$ cat src/rtl/mem_rd_arbiter.sv
// Two-requester read-port arbiter: one outstanding read, round-robin or fixed priority,
// with a lock that lets the last winner keep the port across consecutive reads.
module mem_rd_arbiter #(
  parameter int DATA_LEN  = 32,
  parameter bit FIXED_PRI = 1'b0
) (
  input  logic                clk,
  input  logic                rst_n,
  // requester 0 (icache refill)
  input  logic                m0_arvalid,
  output logic                m0_arready,
  input  logic [DATA_LEN-1:0] m0_raddr,
  input  logic                m0_lock,
  output logic                m0_rvalid,
  input  logic                m0_rready,
  output logic [2:0]          m0_rresp,
  output logic [DATA_LEN-1:0] m0_rdata,
  // requester 1 (LSU / dcache)
  input  logic                m1_arvalid,
  output logic                m1_arready,
  input  logic [DATA_LEN-1:0] m1_raddr,
  input  logic                m1_lock,
  output logic                m1_rvalid,
  input  logic                m1_rready,
  output logic [2:0]          m1_rresp,
  output logic [DATA_LEN-1:0] m1_rdata,
  // slave read port
  output logic                s_arvalid,
  input  logic                s_arready,
  output logic [DATA_LEN-1:0] s_raddr,
  input  logic                s_rvalid,
  output logic                s_rready,
  input  logic [2:0]          s_rresp,
  input  logic [DATA_LEN-1:0] s_rdata,
  // current FSM state, for checkers and debug
  output logic [1:0]          o_dbg_state
);

  // Handshakes: a transfer happens on a rising clk edge where valid and ready are both
  // high; valid never waits on ready, and address/valid stay stable until accepted.

  typedef enum logic [1:0] {
    ARB_IDLE = 2'd0,
    ARB_ADDR = 2'd1,
    ARB_DATA = 2'd2
  } arb_state_e;

  arb_state_e          r_state;
  arb_state_e          w_state_nxt;
  logic                r_gnt;
  logic                r_last_gnt;
  logic                r_lock_hold;
  logic                r_s_arvalid;
  logic [DATA_LEN-1:0] r_s_raddr;

  logic [1:0]          w_arvalid;
  logic [1:0]          w_lock;
  logic [1:0]          w_rready;
  logic                w_win;
  logic                w_win_vld;
  logic                w_ar_hs;
  logic                w_r_hs;
  logic                w_s_rready;
  logic                w_lock_release;

  assign w_arvalid = {m1_arvalid, m0_arvalid};
  assign w_lock    = {m1_lock, m0_lock};
  assign w_rready  = {m1_rready, m0_rready};

  // While locked only the previous winner is eligible, even if the other side is waiting.
  always_comb begin
    w_win     = 1'b0;
    w_win_vld = 1'b0;
    if (r_lock_hold) begin
      w_win     = r_last_gnt;
      w_win_vld = w_arvalid[r_last_gnt];
    end else if (w_arvalid == 2'b11) begin
      w_win     = FIXED_PRI ? 1'b0 : ~r_last_gnt;
      w_win_vld = 1'b1;
    end else begin
      w_win     = w_arvalid[1];
      w_win_vld = |w_arvalid;
    end
  end

  always_comb begin
    w_state_nxt = r_state;
    w_ar_hs     = 1'b0;
    w_r_hs      = 1'b0;
    w_s_rready  = 1'b0;
    case (r_state)
      ARB_IDLE: begin
        if (w_win_vld) begin
          w_ar_hs     = 1'b1;
          w_state_nxt = ARB_ADDR;
        end
      end
      ARB_ADDR: begin
        if (r_s_arvalid && s_arready) begin
          w_state_nxt = ARB_DATA;
        end
      end
      ARB_DATA: begin
        w_s_rready = w_rready[r_gnt];
        if (s_rvalid && w_s_rready) begin
          w_r_hs      = 1'b1;
          w_state_nxt = ARB_IDLE;
        end
      end
      default: w_state_nxt = ARB_IDLE;
    endcase
  end

  // A locked requester that drops lock while idle gives up the port without a transfer.
  assign w_lock_release = (r_state == ARB_IDLE) && r_lock_hold &&
                          !w_arvalid[r_last_gnt] && !w_lock[r_last_gnt];

  always_ff @(posedge clk or negedge rst_n) begin
    if (!rst_n) begin
      r_state     <= ARB_IDLE;
      r_gnt       <= 1'b0;
      r_last_gnt  <= 1'b1;
      r_lock_hold <= 1'b0;
      r_s_arvalid <= 1'b0;
      r_s_raddr   <= '0;
    end else begin
      r_state <= w_state_nxt;
      if (w_ar_hs) begin
        r_gnt       <= w_win;
        r_s_raddr   <= w_win ? m1_raddr : m0_raddr;
        r_s_arvalid <= 1'b1;
      end else if (r_s_arvalid && s_arready) begin
        r_s_arvalid <= 1'b0;
      end
      if (w_r_hs) begin
        r_last_gnt  <= r_gnt;
        r_lock_hold <= w_lock[r_gnt];
      end else if (w_lock_release) begin
        r_lock_hold <= 1'b0;
      end
    end
  end

  assign m0_arready = w_ar_hs & ~w_win;
  assign m1_arready = w_ar_hs & w_win;

  assign s_arvalid = r_s_arvalid;
  assign s_raddr   = r_s_raddr;
  assign s_rready  = w_s_rready;

  assign m0_rvalid = (r_state == ARB_DATA) && !r_gnt && s_rvalid;
  assign m1_rvalid = (r_state == ARB_DATA) && r_gnt && s_rvalid;

  // Data and response are broadcast; only rvalid tells a requester the beat is its own.
  assign m0_rdata = s_rdata;
  assign m1_rdata = s_rdata;
  assign m0_rresp = s_rresp;
  assign m1_rresp = s_rresp;

  assign o_dbg_state = r_state;

endmodule
$ cat config.mk
export PLATFORM = sky130hd
export DESIGN_NAME = mem_rd_arbiter
export DESIGN_NICKNAME = d
export VERILOG_FILES = /design/src/rtl/mem_rd_arbiter.sv
export SDC_FILE = /design/constraint.sdc
export NUM_CORES = 1
export LEC_CHECK = 0
export ABC_AREA = 0
export CAP_MARGIN = 20
export CORE_ASPECT_RATIO = 1.25
export CORE_MARGIN = 3
export CORE_UTILIZATION = 28
export CTS_CLUSTER_SIZE = 16
export DETAILED_ROUTE_END_ITERATION = 16
export PLACE_DENSITY = 0.82
export SLEW_MARGIN = 20
export SYNTH_ARGS = -nofsm -noshare
export SYNTH_HDL_FRONTEND = slang
export SYNTH_SLANG_ARGS = --single-unit
$ cat constraint.sdc
create_clock -name clk -period 1.57 [get_ports clk]
set_input_delay 0.2355 -clock clk [delete_from_list [all_inputs] [get_ports clk]]
set_output_delay 0.2355 -clock clk [all_outputs]
set_load 0.02 [all_outputs]
After elaboration in Yosys (flattened, before gate mapping):

Cells that the tools add are included.

* logic and storage cells: 61
* flip-flop bits (word level): 38

* mux-type cells: 26
* magnitude comparators: 2
* bitwise operators: 4
* equality and inequality tests: 6
* reduce and logical (&&, ||, !) cells: 17

Operators by type and width (number)
* $mux W32: 1
* $mux W1: 21
* $logic_and A1 B1 Y1: 9
* $mux W2: 3
* $ne A2 B2 Y1 const B: 3
* $pmux W2 S3: 1
* $eq A2 B2 Y1 const B: 2
* $lt A1 B2 Y1 const B: 2
* $reduce_bool A2 Y1: 2
* $logic_not A1 Y1: 3
* $reduce_and A3 Y1: 1
* $and A1 B1 Y1: 2
* $eq A2 B1 Y1 const B: 1
* $logic_not A2 Y1: 1
* $not A1 Y1: 2
* $reduce_or A2 Y1: 1

Depth between registers and ports, before layout:

* depth after elaboration: 7
* gate-level depth with buffers: 5
* depth with buffers taken out: 3

Worst setup path before layout:

OpenSTA, ideal clock, no wires.

* kind: register to output
* start: register r_state[1], in the netlist o_dbg_state[1]
* end: output port m1_arready
* cell stages (with the launch flop): 4
* arrival: 1.419 ns
* slack: -0.085 ns
* path buffers: 1
* cells stage by stage: dfrtp_1 -> nor3b_1 -> clkbuf_1 -> and3_1

* cells in the longest elaborated chain, start to end: 3

RTL lines
* start: declaration: RTL line 48 `arb_state_e r_state;`
* start signal: assignment: RTL line 127 `r_state <= w_state_nxt;`
* $logic_not A2 Y1: RTL line 91 `case (r_state)`
* $mux W1: RTL line 91
* $and A1 B1 Y1: RTL line 145 `assign m1_arready = w_ar_hs & w_win;`
* end: declaration: RTL line 20 `output logic m1_arready,`

Every way passes these cells.

Worst setup path in the final report:

* start: register r_last_gnt
* end: output port m1_arready

* cells in the longest elaborated chain, start to end: 6

RTL lines
* start: declaration: RTL line 51 `logic r_last_gnt;`
* start signal: assignment: RTL line 136 `r_last_gnt <= r_gnt;`
* $mux W1 (implied by the code) (2 in series): RTL line 76 `w_win_vld = w_arvalid[r_last_gnt];`
* $mux W1: RTL line 74 `if (r_lock_hold) begin`
* $mux W1: RTL line 93 `if (w_win_vld) begin`
* $mux W1: RTL line 91
* $and A1 B1 Y1 (*): RTL line 145

Mark *: on every way between the ends. The rest lies on a longest branch, timed or not. The select of a mux whose other input is x is not followed.

==> out/metrics.cfg <==
[timing]
hold_slack_ps=413.0
period_share=1.103
skew_ps=2.943
tightestPinTransition_ps=421.0
worst_slack_ps=-162.2
finalSetupViolCount=34
drv_slew=0
rsz0062_at_grt=true
max_clock_freq_mhz=577.3
slew_headroom=0.7194
final.min_clock_period_ps=1732
hold_viol=0

[floorplan]
rows=37
die_h_um=109.8
io_pins=219
start_util=0.2895
core_um2=8333
dieWidth_um=89.02
die_area_um2=9772

[setup_path]
critPathArrivalTime_ps=1500
crit_type=reg -> out
crit_path_start_kind=register
crit_fanout=4
cp_cell_sequence=buf_6 > nand3b_1 > buf_4 > and3_4 > buf_6
cp_slowest_cell=dfstp_2
cp_top_family=flip-flops
cp_common_cell=buf_6
path_buf_inv=3
worstSetupEndpointType=output pin
slowest_delay_ps=570
cp.required_ps=1330

[routing]
ant_nets=0
drtIter0Drc=94
wl_um=7900
drc=0
first_pass_iters=4
avgRoutedWirePerCell_um=20.63
viasPerCell=5.454
vias=2089

[grt]
grt_pass1_vias=2120
overflow=0
antenna_found_initial=0
grtUsageTotal=0.1547
grt_max_degree=34
grt_first_pass_wirelength_um=11400

[synthesis]
synthCells=225
synth_edf_count=0
ys_top_cells_by_area=dfrtp_1 38%, buf_4 22%, a221o_1 13%
synthTopCellsByCount=70 x buf_4, 37 x dfrtp_1, 32 x a221o_1, 32 x and4_1, 9 x clkbuf_1
yosys_most_used_dff=dfrtp_1
ys_ff_latch=38
synthDistinctLibCells=32
seq_area_frac_synth=0.3947
synth_area_leader_cell=dfrtp_1
synth_area_per_cell_um2=10.72
post-synth-top-count-cell=buf_4
async_flop_share=1.000
synth_top_area_frac=0.3838
ys_warn_count=0
synth_nets=334
syn-cell-area_um2=2412

[clock_network]
tritoncts=built
clock-sinks=38
clk_latency_ps=280
cts-root-buf=clkbuf_8
clk_transition_reported_paths_ps=80
cts_made_buffers=5
clock_path_buffers=2
htreeDepth=2

[layout]
multi_input_area_um2=830.8
final-seq-area_um2=952.2
utilization=0.4069
drive_gt1_frac=0.1643
fin_cells=383
post-route-cell-area_um2=3391
nets=395
area_growth_pct=40.56
nFillCells=775
diodes=0

[placed_design]
placed_cell_area_um2=3236
gp_congestion=0.7638
dp_cells=371
dpl.hpwl_um=5719
port-buffer-count=113

[power_and_ir_drop]
p_leak_nw=1.450
finalPower_mw=5.464
cellPowerDensity_nw_per_um2=1611
ir_worst_vdd_mv=0.4995

[worst_hold_path]
hp-class=in -> async

[status]
violations=negative setup slack
outcome=finished, violations left

[job]
cap_viol_max_count=0

## report_power, final
group	switching (mW)	internal, mW	total, mW
Sequential	0.282	1.44	1.72
Clock	0.344	0.298	0.643
Combinational	1.43	1.67	3.10
## path summary, 6_finish.rpt
check / start / to / slack [ps] / depth (start not counted)
hold reg to reg: s_raddr[16] / s_raddr[16] / 520 / 1
setup reg to reg: r_last_gnt / s_raddr[5] / -110 / 6
min in group clk: s_rdata[11] / m1_rdata[11] / 470 / 0
hold / removal: rst_n / s_raddr[30] / 410 / 2
max in group asynchronous: rst_n / r_last_gnt / 580 / 3
setup / recovery: r_last_gnt / m1_arready / -160 / 5
## metal layers
layer,share of wire,GRT usage
met4,0.051,0.1000
met5,0,0
met2,0.46,0.2500
met1,0.37,0.1732
met3,0.12,0.04873
## layout by cell type, fill, tap and decap left out, drive strengths merged, types with 2 or more instances in the layout
master and count:
clkdlybuf4s50 104, buf 31, clkbuf 6, a221o 32
o21ai 3, clkinv 2, dfrtp 37, nor2 3
nand3b 2, dlygate4sd2 2, mux2i 2, inv 6
nor3 2, nor3b 2, and4 32
## kinds of logic after synthesis
logic type | share of synthesized area
flops | 0.3947
compound gates | 0.1789
mux | 0.008299
buf+inv | 0.2681
simple gates | 0.1499
## sequential cells by signal, indices dropped and copies added (netlist names)
name and count:
o_dbg_state 2, r_lock_hold 1, s_raddr 32, s_arvalid 1, r_gnt 1, r_last_gnt 1
## stage by stage
| step | TNS [ps] | worst slack, ps |
|---|---|---|
| 3_3_place_gp | -15110 | -518.4 |
| 2_1_floorplan | 0 | 14.48 |
| 5_1_grt | -5368 | -220.0 |
| 6_report | -3566 | -162.2 |
| 4_1_cts | -4226 | -169.8 |
| 3_5_place_dp | -15520 | -514.6 |
## cell type report
type | instances | share of cell area
repair buffers | 141 | 0.4085
flip-flops and latches | 38 | 0.2808
multi-input cells | 94 | 0.2450
clock buffers | 5 | 0.02030
well taps | 97 | 0.03579
inverters | 6 | 0.006642
clock inverters | 2 | 0.002952
## timing repair
item,4_1_cts,5_1_grt
gates cloned,0,1
setup endpoints to repair,39,39
setup buffers,2,1
pin swaps,1,3
endpoints found under the hold margin,17,0
hold buffers,1,0
resized for setup,20,9
No activity file was read; power rests on OpenSTA's default activity.
